## src/rtl/tick_gen.sv

```systemverilog
// -----------------------------------------------------------------------------
// tick_gen -- multi-channel programmable tick / square-wave generator
//
// Each of NUM_CH channels divides the system clock by its own divisor. On the
// last cycle of every period (the "wrap") the channel emits a one-cycle tick
// and toggles its clk_out, so clk_out has a period of 2*div cycles.
// Divisor changes are staged: a write lands in a pending register and only
// becomes active at the next wrap, so the period in progress always finishes
// with the old divisor.
//
// Optional feature (macro TICK_GEN_SYNC_EN): adds a sync input that restarts
// every channel at count 0 with clk_out low and applies any pending divisor
// at once, phase-aligning all channels.
//
// Parameters:
//   DIV_W    width of divisor and counter
//   NUM_CH   number of independent channels (1..8)
//   DEF_DIV  divisor loaded into every channel at reset
//
// Ports:
//   clk       in   system clock, rising edge
//   rst       in   synchronous active-high reset (highest priority)
//   en        in   global count enable
//   sync      in   (TICK_GEN_SYNC_EN only) restart / phase-align all channels
//   div_wr    in   one-cycle divisor write strobe
//   div_sel   in   target channel of div_wr; values >= NUM_CH are ignored
//   div_data  in   divisor value to write (0 behaves as 1)
//   tick      out  per-channel one-cycle pulse at each wrap, registered
//   clk_out   out  per-channel square wave toggling at each wrap, registered
// -----------------------------------------------------------------------------
module tick_gen #(
    parameter int unsigned DIV_W   = 27,
    parameter int unsigned NUM_CH  = 2,
    parameter int unsigned DEF_DIV = 50000000
) (
    input  logic              clk,
    input  logic              rst,
    input  logic              en,
`ifdef TICK_GEN_SYNC_EN
    input  logic              sync,
`endif
    input  logic              div_wr,
    input  logic [2:0]        div_sel,
    input  logic [DIV_W-1:0]  div_data,
    output logic [NUM_CH-1:0] tick,
    output logic [NUM_CH-1:0] clk_out
);

    localparam logic [DIV_W-1:0] DEF_DIV_V = DIV_W'(DEF_DIV);
    localparam logic [DIV_W-1:0] ONE       = DIV_W'(1);

    logic [NUM_CH-1:0][DIV_W-1:0] cnt_q,  cnt_d;
    logic [NUM_CH-1:0][DIV_W-1:0] act_q,  act_d;
    logic [NUM_CH-1:0][DIV_W-1:0] pend_q, pend_d;
    logic [NUM_CH-1:0]            pflag_q, pflag_d;
    logic [NUM_CH-1:0]            tick_q,  tick_d;
    logic [NUM_CH-1:0]            clk_q,   clk_d;

    logic [NUM_CH-1:0][DIV_W-1:0] eff;
    logic [NUM_CH-1:0]            at_last;
    logic [NUM_CH-1:0]            wr_hit;
    logic                         sync_w;

`ifdef TICK_GEN_SYNC_EN
    assign sync_w = sync;
`else
    assign sync_w = 1'b0;
`endif

    for (genvar g = 0; g < NUM_CH; g++) begin : g_ch
        // A divisor of 0 is treated as 1 so the channel never stalls.
        assign eff[g]     = (act_q[g] == '0) ? ONE : act_q[g];
        // Counter sits on its last value of the period; with en this is a wrap.
        assign at_last[g] = (cnt_q[g] == eff[g] - ONE);
        // Only indices that exist are generated, so out-of-range div_sel
        // values can never match a channel.
        assign wr_hit[g]  = div_wr && (div_sel == 3'(g));
    end

    always_comb begin
        cnt_d   = cnt_q;
        act_d   = act_q;
        pend_d  = pend_q;
        pflag_d = pflag_q;
        tick_d  = '0;
        clk_d   = clk_q;
        for (int i = 0; i < NUM_CH; i++) begin
            if (sync_w) begin
                cnt_d[i] = '0;
                clk_d[i] = 1'b0;
                if (pflag_q[i]) begin
                    act_d[i] = pend_q[i];
                end
                pflag_d[i] = 1'b0;
            end else if (en) begin
                if (at_last[i]) begin
                    cnt_d[i]  = '0;
                    tick_d[i] = 1'b1;
                    clk_d[i]  = ~clk_q[i];
                    if (pflag_q[i]) begin
                        act_d[i] = pend_q[i];
                    end
                    pflag_d[i] = 1'b0;
                end else begin
                    cnt_d[i] = cnt_q[i] + ONE;
                end
            end
            // A write is evaluated after the wrap/sync update so that a write
            // landing on a wrap edge stays pending for the following period.
            if (wr_hit[i]) begin
                pend_d[i]  = div_data;
                pflag_d[i] = 1'b1;
            end
        end
    end

    always_ff @(posedge clk) begin
        if (rst) begin
            cnt_q   <= '0;
            act_q   <= {NUM_CH{DEF_DIV_V}};
            pend_q  <= {NUM_CH{DEF_DIV_V}};
            pflag_q <= '0;
            tick_q  <= '0;
            clk_q   <= '0;
        end else begin
            cnt_q   <= cnt_d;
            act_q   <= act_d;
            pend_q  <= pend_d;
            pflag_q <= pflag_d;
            tick_q  <= tick_d;
            clk_q   <= clk_d;
        end
    end

    assign tick    = tick_q;
    assign clk_out = clk_q;

endmodule

```

## config.mk

```make
export PLATFORM = sky130hd
export DESIGN_NAME = tick_gen
export DESIGN_NICKNAME = d
export VERILOG_FILES = /design/src/rtl/tick_gen.sv
export SDC_FILE = /design/constraint.sdc
export NUM_CORES = 1
export LEC_CHECK = 0
export CORE_MARGIN = 8
export CORE_UTILIZATION = 66
export DETAILED_ROUTE_END_ITERATION = 6
export GPL_TIMING_DRIVEN = 0
export HOLD_SLACK_MARGIN = 0.1
export PLACE_DENSITY_LB_ADDON = 0.3
export SKIP_LAST_GASP = 1
export SYNTH_ARGS = -nofsm -noshare
export SYNTH_HDL_FRONTEND = slang
export SYNTH_SLANG_ARGS = --single-unit
```

## constraint.sdc

```tcl
create_clock -name clk -period 7.4 [get_ports clk]
set_clock_uncertainty 0.1 [all_clocks]
set_input_delay 1.85 -clock clk [delete_from_list [all_inputs] [get_ports clk]]
set_output_delay 1.85 -clock clk [all_outputs]
set_load 0.03 [all_outputs]
```

==> summary.md, run 1 <==
| Metric | Value |
|---|---|
| Number of global-route vias before repair | 7615 |
| RSZ-0062 raised after global routing | no |
| Clock slew at reported path FFs | around 0.060 ns |
| Distinct cell type count after synthesis | 72 |
| Rows | 42 |
| Total wire length | between 20000 and 25000 um |
| Outcome | complete, no violations |
| Antenna-violating nets left | 0 |
| Gr usage total | between 20% and 30% |
| Final Max Tran Viols | 0 |
| MaxCap Viol Count | 0 |
| Netlist Area Pre-Place | 0.00876 mm2 |
| Synth Flop Type | dfxtp_1 |
| Critical path class | flip-flop to flip-flop |
| CTS buffer count | 17 |
| IO Pins | 38 |
| Synth Warn # | 0 |
| Slowest CP cell | nor4_2 |
| Worst Hold Endpoint | pend_q[36]$_SDFFE_PP0P_ |
| Hold/Removal Path Class | flip-flop to flip-flop |
| Synth Area per Inst | 8.10 um2 |
| Die Height | 131 um |
| Clock Latency Late Sink | 0.44 ns |
| # nets final | about 1.2k |
| Placed cell areas | slightly above 0.009 mm2 |
| Area Overhead vs Synth | 12.8% |
| CP Buf/Inv Count | 4 |
| Arrival @ worst endpoint | roughly 5.2 ns |
| Wirelength per Cell | roughly 18 um |
| Critical path's largest stage delay | approximately 0.72 ns |
| H-tree depth | 4 |
| Diode count | 0 |
| Crit path max fanout | 10 |
| Delay-heaviest family, CP | simple AND/OR/NAND/NOR gates |
| Worst-Margin Slew | 1.08 ns |
| Cts repair resizes | 0 |
| CTS tree | yes |
| Max-slew headroom | between 20% and 30% |
| Power per Cell Area | between 150 and 200 mW/mm2 |
| Largest net degree at the start of global routing | 17 |
| # hold bufs at CTS | 0 |
| Initial DRC Count | between 900 and 1k |
| Final hold viol count | 0 |
| Flop-to-flop setup slack | 2.44 ns |
| Critical Path Start Type | flip-flop |
| Mapped Cells | approximately 1.1k |
| Fill count | slightly above 1k |
| Peak supply drop | between 0.00015 and 0.0002 V |
| Min-delay src | pend_q[36]$_SDFFE_PP0P_ |
| Port Buffers | 36 |
| Final period util | between 60% and 70% |
| Remaining Overflow, GRT | 0 |
| Final setup vio count | 0 |
| Setup TNS | 0 ns |
| Setup Fix Bufs, Post-CTS | 0 |
| Clk Tree Root Cell | clkbuf_16 |
| Pleak | 3.38 nW |
| Post-DP HPWL | ~17000 um |
| Layout cells sized above 1 | approximately 7.2% |
| Peak Freq | between 0.2 and 0.25 GHz |
| Post-synthesis async set-or-reset flop share | 0% |
| Die Area | approximately 0.017 mm2 |
| Levels on crit path | 16 |
| Clock buffer depth | 2 |
| Initial antenna violation count | 0 |
| Worst R2R End | act_q[48]$_SDFFE_PP1P_ |
| GPL Wtd Cong | 0.957 |
| Final Core Density | between 70% and 80% |
| Share of the yosys chip area belonging to registers | between 30% and 40% |
| Hold Crit Depth | 2 |
| CP dominant cell by count | buf_2 |
| Vias per cell | 6.28 |
| Vias | between 8k and 9k |
| Critical path capture point type | flip-flop |
| Seq cells post-synth | ~170 |
| Die width | roughly 130 um |
| Clk sinks | about 170 |
| First-pass GRT wire length | 38200 um |
| Drt first pass iters | 5 |
| Worst R2R Start | act_q[46]$_SDFFE_PP1P_ |
| Core region area | between 0.01 and 0.015 mm2 |
| Fin area | about 0.01 mm2 |
| Worst r2r path cells | 16 |
| DR DRC count | 0 |
| Number of synthesized flops with an enable pin | 0 |
| Starting Density | between 60% and 70% |
| Crit path cell chain | buf_2 > or3_1 > nor4_2 > a31o_2 > inv_1 > ha_1 > or4b_1 > buf_2 > nor3_1 > xnor2_1 > a2111oi_0 > nand4b_1 > nor3_2 > clkbuf_1 > nand4_1 > nand3_1 |
| Net Count, Synth | between 1k and 1.5k |
| Worst EP required | 7.68 ns |
| Minimum clock period | about 5.0 ns |
report_power, final:
part           internal (mW)  switching (mW)  leakage [nW]  total, mW
clock                  0.469           0.372         0.259      0.841
sequential             0.915         0.00909          1.36      0.924
combinational         0.0316          0.0453          1.76     0.0770
total                   1.42           0.426          3.38       1.84
layer usage:
layer / up-vias / wire [um] / track usage [%]
met4: 0 / 274 / 7.04
met2: 354 / 9960 / 38.6
met1: 3951 / 11000 / 38.0
met5: - / 0 / 0
li1: 3987 / - / -
met3: 25 / 2140 / 7.28
synth_stat cells, drive strengths merged (2+ instances only):
library cell	number	share of area (%)
nand3	69	3.9
o31ai	30	2.8
and3	22	1.6
a2111oi	6	0.67
a31oi	7	0.50
nand4b	2	0.20
or2	9	0.64
and2	4	0.30
and4	3	0.30
o31a	2	0.20
or4b	2	0.23
xnor2	53	5.3
nand2b	7	0.50
inv	10	0.43
nor3	15	0.97
o21ai	38	2.3
nand2	148	6.3
o22ai	3	0.21
a21o	2	0.17
mux2	3	0.39
mux2i	3	0.34
o21a	3	0.26
o211ai	6	0.57
nor2	97	4.2
nor2b	4	0.29
a31o	4	0.40
o311ai	2	0.20
ha	4	0.57
a211oi	7	0.60
dfxtp	168	38
nor4	23	2.5
xor2	65	6.5
a311oi	3	0.30
a21oi	70	4.0
a21boi	2	0.17
or4	11	1.1
or3	12	0.91
clkbuf	50	2.1
nor3b	3	0.31
buf	20	1.5
nand4	78	5.6
state kept, by name, indices dropped and copies added (netlist names):
register  cells
pend_q       54
clk_out       2
cnt_q        54
tick          2
pflag_q       2
act_q        54
logic make-up after synthesis:
| kind of cell | share of synthesized area (%) |
|---|---|
| buffers and inverters | 4.03 |
| multiplexers | 0.728 |
| AO/OA/AOI/OAI | 14.3 |
| XOR/XNOR | 11.8 |
| AND/OR/NAND/NOR | 30.2 |
| flip-flops | 38.4 |
| adder cells (fa/ha/maj) | 0.571 |
through the flow:
step / instances / power [mW] / hold slack, ns / setup WS [ns]
finish: 1324 / 1.84 / 0.359 / 2.44
global route: 1324 / 1.89 / 0.376 / 2.20
CTS: 1324 / 1.84 / 0.357 / 2.63
detailed placement: 1294 / 1.02 / 0.349 / 2.61
global placement: 1294 / 1.02 / 0.347 / 2.63
floorplan: 1082 / 0.981 / 0.337 / 3.42
worst max-delay path by stage:
stage	from	endpoint	slack [ns]
finish	act_q[46]$_SDFFE_PP1P_	act_q[48]$_SDFFE_PP1P_	2.44
global route	act_q[46]$_SDFFE_PP1P_	act_q[33]$_SDFFE_PP0P_	2.20
CTS	act_q[46]$_SDFFE_PP1P_	act_q[33]$_SDFFE_PP0P_	2.63
detailed placement	en	cnt_q[25]$_SDFFE_PP0P_	2.61
global placement	en	cnt_q[25]$_SDFFE_PP0P_	2.63
floorplan	act_q[46]$_SDFFE_PP1P_	act_q[32]$_SDFFE_PP0P_	3.42
cell usage in the layout, fill, tap and decap left out, drive strengths merged, types with 3 or more instances in the layout:
cell type      instances
a2111oi                6
a211oi                 7
a21oi                 70
a311oi                 3
a31o                   4
a31oi                  7
and2                   4
and3                  22
and4                   3
buf                   20
clkbuf                70
clkdlybuf4s50         36
clkinv                 4
clkinvlp               3
dfxtp                168
ha                     4
inv                   12
mux2                   3
mux2i                  3
nand2                148
nand2b                 7
nand3                 69
nand4                 78
nor2                  97
nor2b                  4
nor3                  15
nor3b                  3
nor4                  23
o211ai                 6
o21a                   3
o21ai                 38
o22ai                  3
o31ai                 30
or2                    9
or3                   12
or4                   11
xnor2                 53
xor2                  65
area by class of cell:
class / count / area (um2) / share of cell area [%]
Timing Repair Buffer: 36 / 360 / 3.64
Buffer: 70 / 315 / 3.19
Inverter: 10 / 37.5 / 0.380
Clock inverter: 10 / 97.6 / 0.987
Clock buffer: 20 / 447 / 4.52
Multi-Input combinational cell: 834 / 5050 / 51.1
Sequential cell: 168 / 3360 / 34.0
Tap cell: 176 / 220 / 2.23
worst min-delay path, stage by stage, from the launching register on:
cell and delay (ns):
dfxtp_1 0.31, nand2_1 0.05, a21oi_1 0.05
Note: power is estimated with default switching activity, not from simulation.
==> run 2, diff against run 1 <==
Settings changed: CORE_UTILIZATION 66 to 61.
Clock period 7.4 ns to 5.05 ns, I/O delays scaled along.
==> run 2 against run 1 <==
  * Highest routed layer unchanged
  * Hold slack worse by 0.0025 ns
  * Combinational power is 47% higher
  * Count of clock-buffer cells in the layout down 3
  * Sequential power up 46%
  * Sequential share of layout area is 0.32 points lower
==> summary.md, run 2 (synthesis results as in run 1) <==
| Metric | Value |
|---|---|
| Outcome | complete, no violations (unchanged) |
| MaxCap Viol Count | 0 (unchanged) |
| CP dominant cell by count | clkbuf_1 (was buf_2) |
| Critical Path Start Type | flip-flop (unchanged) |
| PnR worst setup slack | 0.372 ns (was 2.44 ns) |
| CTS tree | yes (unchanged) |
| Post-Layout Cell Count | 1333 (was 1324) |
| Levels on crit path | 15 (was 16) |
| Final period util | 92.6% (was 67.1%) |
| Wire length on met1 | 11000 um (about the same) |
| Antenna-violating nets left | 0 (unchanged) |
| Core region area | 0.0143 mm2 (was 0.0131 mm2) |
| # nets final | 1175 (unchanged) |
| Internal Power | 2.22 mW (was 1.42 mW) |
| Die Height | 136 um (was 131 um) |
| Vias | 8246 (was 8317) |
| IO Pins | 38 (unchanged) |
| Commonest cells after routing, fill and taps aside | dfxtp_1, nand2_1, nor2_1 (unchanged) |
| Remaining Overflow, GRT | 0 (unchanged) |
| Diode count | 0 (unchanged) |
| Delay-heaviest family, CP | simple AND/OR/NAND/NOR gates (unchanged) |
| Critical path's largest stage delay | 0.67 ns (was 0.72 ns) |
| Setup Fix Bufs, Post-CTS | 0 (unchanged) |
| Critical path class | flip-flop to flip-flop (unchanged) |
| Layout cells sized above 1 | 7.48% (was 7.23%) |
| Largest net degree at the start of global routing | 17 (unchanged) |
| Drt first pass iters | 6 (was 5) |
| Flop-to-flop setup slack | 0.37 ns (was 2.44 ns) |
| H-tree depth | 4 (unchanged) |
| Total wire length | 23300 um (was 23400 um) |
| Die width | 136 um (was 131 um) |
| DR DRC count | 0 (unchanged) |
| Post-DP HPWL | 16900 um (about the same) |
| Clock Latency Late Sink | 0.43 ns (was 0.44 ns) |
| Crit path cell chain | clkbuf_1 > nor3_2 > a31o_2 > inv_1 > ha_1 > or4b_1 > buf_2 > nor4_4 > o32ai_1 > a2111oi_0 > nand4b_1 > or4_1 > clkbuf_1 > o21ai_0 > a21oi_1 (was buf_2 > or3_1 > nor4_2 > a31o_2 > inv_1 > ha_1 > or4b_1 > buf_2 > nor3_1 > xnor2_1 > a2111oi_0 > nand4b_1 > nor3_2 > clkbuf_1 > nand4_1 > nand3_1) |
| Initial DRC Count | 942 (was 911) |
| Power after layout | 2.85 mW (was 1.84 mW) |
| Sw power | 0.637 mW (was 0.426 mW) |
| Port Buffers | 36 (unchanged) |
| Clk Tree Root Cell | clkbuf_16 (unchanged) |
| Most common cell after layout, fill and taps aside | dfxtp_1 (unchanged) |
| Hold Crit Depth | 2 (unchanged) |
| Crit path max fanout | 10 (unchanged) |
| Max-slew headroom | 27.4% (was 25.9%) |
| Sw frac | 22.3% (was 23.1%) |
| Wire length on met2 | 10100 um (was 9960 um) |
| Pleak | 3.43 nW (was 3.38 nW) |
| CP Buf/Inv Count | 4 (unchanged) |
| Critical path capture point type | flip-flop (unchanged) |
| GPL Wtd Cong | 0.946 (was 0.957) |
| Highest Signal Layer | met4 (unchanged) |
| Vias per cell | 6.19 (was 6.28) |
| Power per Cell Area | 286 mW/mm2 (was 186 mW/mm2) |
| Clk sinks | 168 (unchanged) |
| Worst r2r path cells | 15 (was 16) |
| Worst R2R Start | act_q[40]$_SDFFE_PP1P_ (was act_q[46]$_SDFFE_PP1P_) |
| First-pass GRT wire length | 37800 um (was 38200 um) |
| Hold slack | 0.357 ns (was 0.359 ns) |
| Peak Freq | 0.214 GHz (was 0.201 GHz) |
| Final Core Density | 70.0% (was 75.6%) |
| Initial antenna violation count | 0 (unchanged) |
| Die Area | 0.0185 mm2 (was 0.0172 mm2) |
| Number of global-route vias before repair | 7549 (was 7615) |
| CP startpoint | act_q[40]$_SDFFE_PP1P_ (was act_q[46]$_SDFFE_PP1P_) |
| Met3 routed WL | 1860 um (was 2140 um) |
| Min-delay src | pend_q[6]$_SDFFE_PP0P_ (was pend_q[36]$_SDFFE_PP0P_) |
| Minimum clock period | 4.68 ns (was 4.96 ns) |
| Starting Density | 61.5% (was 67.0%) |
| CTS buffer count | 17 (unchanged) |
| Peak supply drop | 0.000244 V (was 0.000171 V) |
| Clock power frac | 48.6% (was 45.7%) |
| Clock buffer depth | 2 (unchanged) |
| Final Max Tran Viols | 0 (unchanged) |
| Rows | 44 (was 42) |
| Fin area | 0.00998 mm2 (was 0.00989 mm2) |
| Final setup vio count | 0 (unchanged) |
| Wirelength per Cell | 17.4 um (was 17.7 um) |
| Dpl cells | 1302 (was 1294) |
| Placed cell areas | 0.00936 mm2 (was 0.00935 mm2) |
| Share of power burned in registers | 47.4% (was 50.2%) |
| Final hold viol count | 0 (unchanged) |
| Worst-Margin Slew | 1.06 ns (was 1.08 ns) |
| Gr usage total | 25.4% (was 26.7%) |
| Pre-CTS WS | 0.366 ns (was 2.61 ns) |
| Slowest CP cell | or4_1 (was nor4_2) |
| RSZ-0062 raised after global routing | no (unchanged) |
| Area Overhead vs Synth | 13.9% (was 12.8%) |
| Clock slew at reported path FFs | 0.07 ns (was 0.06 ns) |
| Regs by FF count | act_q: 54 flops, cnt_q: 54 flops, pend_q: 54 flops (unchanged) |
| Arrival @ worst endpoint | 4.88 ns (was 5.24 ns) |
| Hold/Removal Path Class | flip-flop to flip-flop (unchanged) |
| Worst EP required | 5.25 ns (was 7.68 ns) |
| Setup TNS | 0 ns (unchanged) |
| Power share of the combinational group | 4.0% (was 4.2%) |
[run 2: layout make-up]
type / instances / area [um2]
plain buffers: 70 / 315
well taps: 184 / 230
flip-flops and latches: 168 / 3360
clock inverters: 14 / 195
fillers: 1191 / 4270
clock buffers: 17 / 425
inverters: 10 / 37.5
repair buffers: 36 / 360
multi-input cells: 834 / 5060
[run 2: timing repair]
| action | in CTS | in global routing |
|---|---|---|
| gates resized for setup | 0 | 1 |
| setup endpoints to repair | 0 | 7 |
| hold buffers | 0 | 0 |
[run 2: power groups by stage]
stage	sequential, mW	clock, mW	combinational (mW)
final	1.35	1.39	0.113
after global routing	1.35	1.45	0.123
after CTS	1.35	1.39	0.112
after detailed placement	1.38	0	0.111
after global placement	1.38	0	0.110
after floorplan	1.38	0	0.0582
[run 2: final timing paths]
check	endpoint
hold / removal	pend_q[6]$_SDFFE_PP0P_
setup reg to reg	act_q[51]$_SDFFE_PP0P_
setup / recovery	act_q[51]$_SDFFE_PP0P_
hold reg to reg	pend_q[6]$_SDFFE_PP0P_
[run 2: layer usage]
| layer | vias up | global-route usage (%) |
|---|---|---|
| li1 | 3988 | - |
| met2 | 306 | 38.6 |
| met1 | 3919 | 35.8 |
| met5 | - | 0 |
| met4 | 0 | 6.22 |
| met3 | 33 | 5.76 |
[run 2: worst min-delay path, delay by kind of cell, from the launching register on]
| family | cells | cell delay (ns) |
|---|---|---|
| AO/OA/AOI/OAI | 1 | 0.05 |
| flip-flops | 1 | 0.31 |
| AND/OR/NAND/NOR | 1 | 0.05 |
==> run 3, diff against run 2 <==
Settings changed: CORE_MARGIN 8 to 2, CTS_CLUSTER_DIAMETER set to 120.
Clock period 5.05 ns to 4.71 ns, I/O delays scaled along.
==> run 3 against run 2 <==
  * Wire length decreased by 2.6%
  * Global-route usage increased by 4.8 points
  * Count of clock-buffer cells in the layout increased by 4
  * Clock power about the same
  * Setup slack got worse by 0.16 ns
  * Fmax increased by 4.0%
  * Core utilization increased by 1.8 points
  * Largest cell class unchanged
==> summary.md, run 3 (synthesis results as in run 1) <==
| Metric | Value |
|---|---|
| Number of global-route vias before repair | 7403 (was 7549) |
| GPL Wtd Cong | 0.934 (was 0.946) |
| Final Core Density | 71.9% (was 70.0%) |
| Critical Path Start Type | flip-flop (unchanged) |
| # hold bufs at CTS | 0 (unchanged) |
| # nets final | 1179 (was 1175) |
| Final setup vio count | 0 (unchanged) |
| Rows | 43 (was 44) |
| Die Area | 0.0153 mm2 (was 0.0185 mm2) |
| Area Overhead vs Synth | 14.2% (was 13.9%) |
| Die width | 124 um (was 136 um) |
| DR DRC count | 0 (unchanged) |
| RSZ-0062 raised after global routing | yes (was no) |
| Final period util | 95.5% (was 92.6%) |
| Minimum clock period | 4.50 ns (was 4.68 ns) |
| MaxCap Viol Count | 0 (unchanged) |
| Diode count | 0 (unchanged) |
| Worst EP required | 4.97 ns (was 5.25 ns) |
| Commonest cells after routing, fill and taps aside | dfxtp_1, nand2_1, nor2_1 (unchanged) |
| Pleak | 3.43 nW (about the same) |
| Max-slew headroom | 24.6% (was 27.4%) |
| Total wire length | 22600 um (was 23300 um) |
| Worst-Margin Slew | 1.10 ns (was 1.06 ns) |
| Wirelength per Cell | 17.0 um (was 17.4 um) |
| CTS buffer count | 17 (unchanged) |
| Initial DRC Count | 817 (was 942) |
| Remaining Overflow, GRT | 0 (unchanged) |
| Placed cell areas | 0.00935 mm2 (was 0.00936 mm2) |
| Clock buffer depth | 2 (unchanged) |
| IO Pins | 38 (unchanged) |
| Initial antenna violation count | 0 (unchanged) |
| Peak Freq | 0.222 GHz (was 0.214 GHz) |
| CTS tree | yes (unchanged) |
| Outcome | complete, no violations (unchanged) |
| Fill count | 1111 (was 1191) |
| Regs by FF count | act_q: 54 flops, cnt_q: 54 flops, pend_q: 54 flops (unchanged) |
| Clock Latency Late Sink | 0.43 ns (about the same) |
| Crit path max fanout | 10 (unchanged) |
| Critical path capture point type | flip-flop (unchanged) |
| Starting Density | 62.9% (was 61.5%) |
| Largest net degree at the start of global routing | 17 (unchanged) |
| Vias per cell | 6.23 (was 6.19) |
| Arrival @ worst endpoint | 4.76 ns (was 4.88 ns) |
| H-tree depth | 4 (unchanged) |
| Post-DP HPWL | 16500 um (was 16900 um) |
| Power after layout | 2.95 mW (was 2.85 mW) |
| Final hold viol count | 0 (unchanged) |
| Die Height | 124 um (was 136 um) |
| Most common cell after layout, fill and taps aside | dfxtp_1 (unchanged) |
| Critical path class | flip-flop to flip-flop (unchanged) |
| Clk Tree Root Cell | clkbuf_16 (unchanged) |
| Gr usage total | 30.2% (was 25.4%) |
| Setup TNS | 0 ns (unchanged) |
| Clock slew at reported path FFs | 0.06 ns (was 0.07 ns) |
| Fin area | 0.0100 mm2 (was 0.00998 mm2) |
| Final Max Tran Viols | 0 (unchanged) |
| First-pass GRT wire length | 36100 um (was 37800 um) |
| Antenna-violating nets left | 0 (unchanged) |
| Port Buffers | 36 (unchanged) |
| Peak supply drop | 0.000273 V (was 0.000244 V) |
| Power per Cell Area | 295 mW/mm2 (was 286 mW/mm2) |
| Core region area | 0.0139 mm2 (was 0.0143 mm2) |
| Hold slack | 0.357 ns (about the same) |
| Drt first pass iters | 5 (was 6) |
| Hold/Removal Path Class | flip-flop to flip-flop (unchanged) |
| Layout cells sized above 1 | 8.43% (was 7.48%) |
| Vias | 8295 (was 8246) |
| Clk sinks | 168 (unchanged) |
## run 3: changes by cell type in the layout (fill, tap and decap cells not counted), sizes merged
cell / change
buf: +5
bufinv: -2
clkbuf: +3
clkinv: -1
clkinvlp: +1
inv: -4
## run 3: final timing paths
path | from | to | slack (ns) | cells past startpoint
hold / removal | pend_q[38]$_SDFFE_PP0P_ | pend_q[38]$_SDFFE_PP0P_ | 0.36 | 2
setup reg to reg | act_q[22]$_SDFFE_PP1P_ | act_q[5]$_SDFFE_PP0P_ | 0.21 | 15
hold reg to reg | pend_q[38]$_SDFFE_PP0P_ | pend_q[38]$_SDFFE_PP0P_ | 0.36 | 2
setup / recovery | act_q[22]$_SDFFE_PP1P_ | act_q[5]$_SDFFE_PP0P_ | 0.21 | 15
## run 3: per-stage QoR
step,std cells,setup WS [ns]
3_5_place_dp,1298,0.0292
2_1_floorplan,1082,0.734
3_3_place_gp,1298,0.147
6_report,1331,0.214
4_1_cts,1327,0.00589
5_1_grt,1331,-0.00376
## run 3: area by class of cell
type                            count  area, um2  area share [%]
Multi-Input combinational cell    834       5090            50.8
Sequential cell                   168       3370            33.6
Buffer                             69        313            3.12
Clock inverter                      8       98.8           0.987
Timing Repair Buffer               41        410            4.10
Inverter                           10       37.5           0.375
Tap cell                          180        225            2.25
Clock buffer                       21        470            4.70
## run 3: timing repair
item                                    4_1_cts  5_1_grt
resized for setup                             0       13
endpoints found under the setup margin        0       92
setup buffers                                 0        5
## run 3: critical path: stages (launching register included)
cell and delay (ns):
dfxtp_1 0.36, or4_1 0.54, clkbuf_1 0.17, nor3b_2 0.50, a31oi_1 0.22, ha_1 0.33, nand4_1 0.27, buf_4 0.19
nor4_1 0.04, a211oi_1 0.33, and4_1 0.34, and3_1 0.19, buf_2 0.26, buf_2 0.26, nand4_1 0.16, a21oi_1 0.16
## run 3: per-layer routing
| metal | track usage (%) | wire length [um] |
|---|---|---|
| met1 | 43.5 | 10400 |
| met2 | 45.1 | 9830 |
| met3 | 6.14 | 2040 |
| met4 | 10.0 | 335 |
| met5 | 0 | 0 |
## run 3: power breakdown
| part | switching, mW | internal (mW) |
|---|---|---|
| logic | 0.0722 | 0.0514 |
| registers | 0.0139 | 1.44 |
| clock network | 0.563 | 0.811 |
| total | 0.649 | 2.30 |
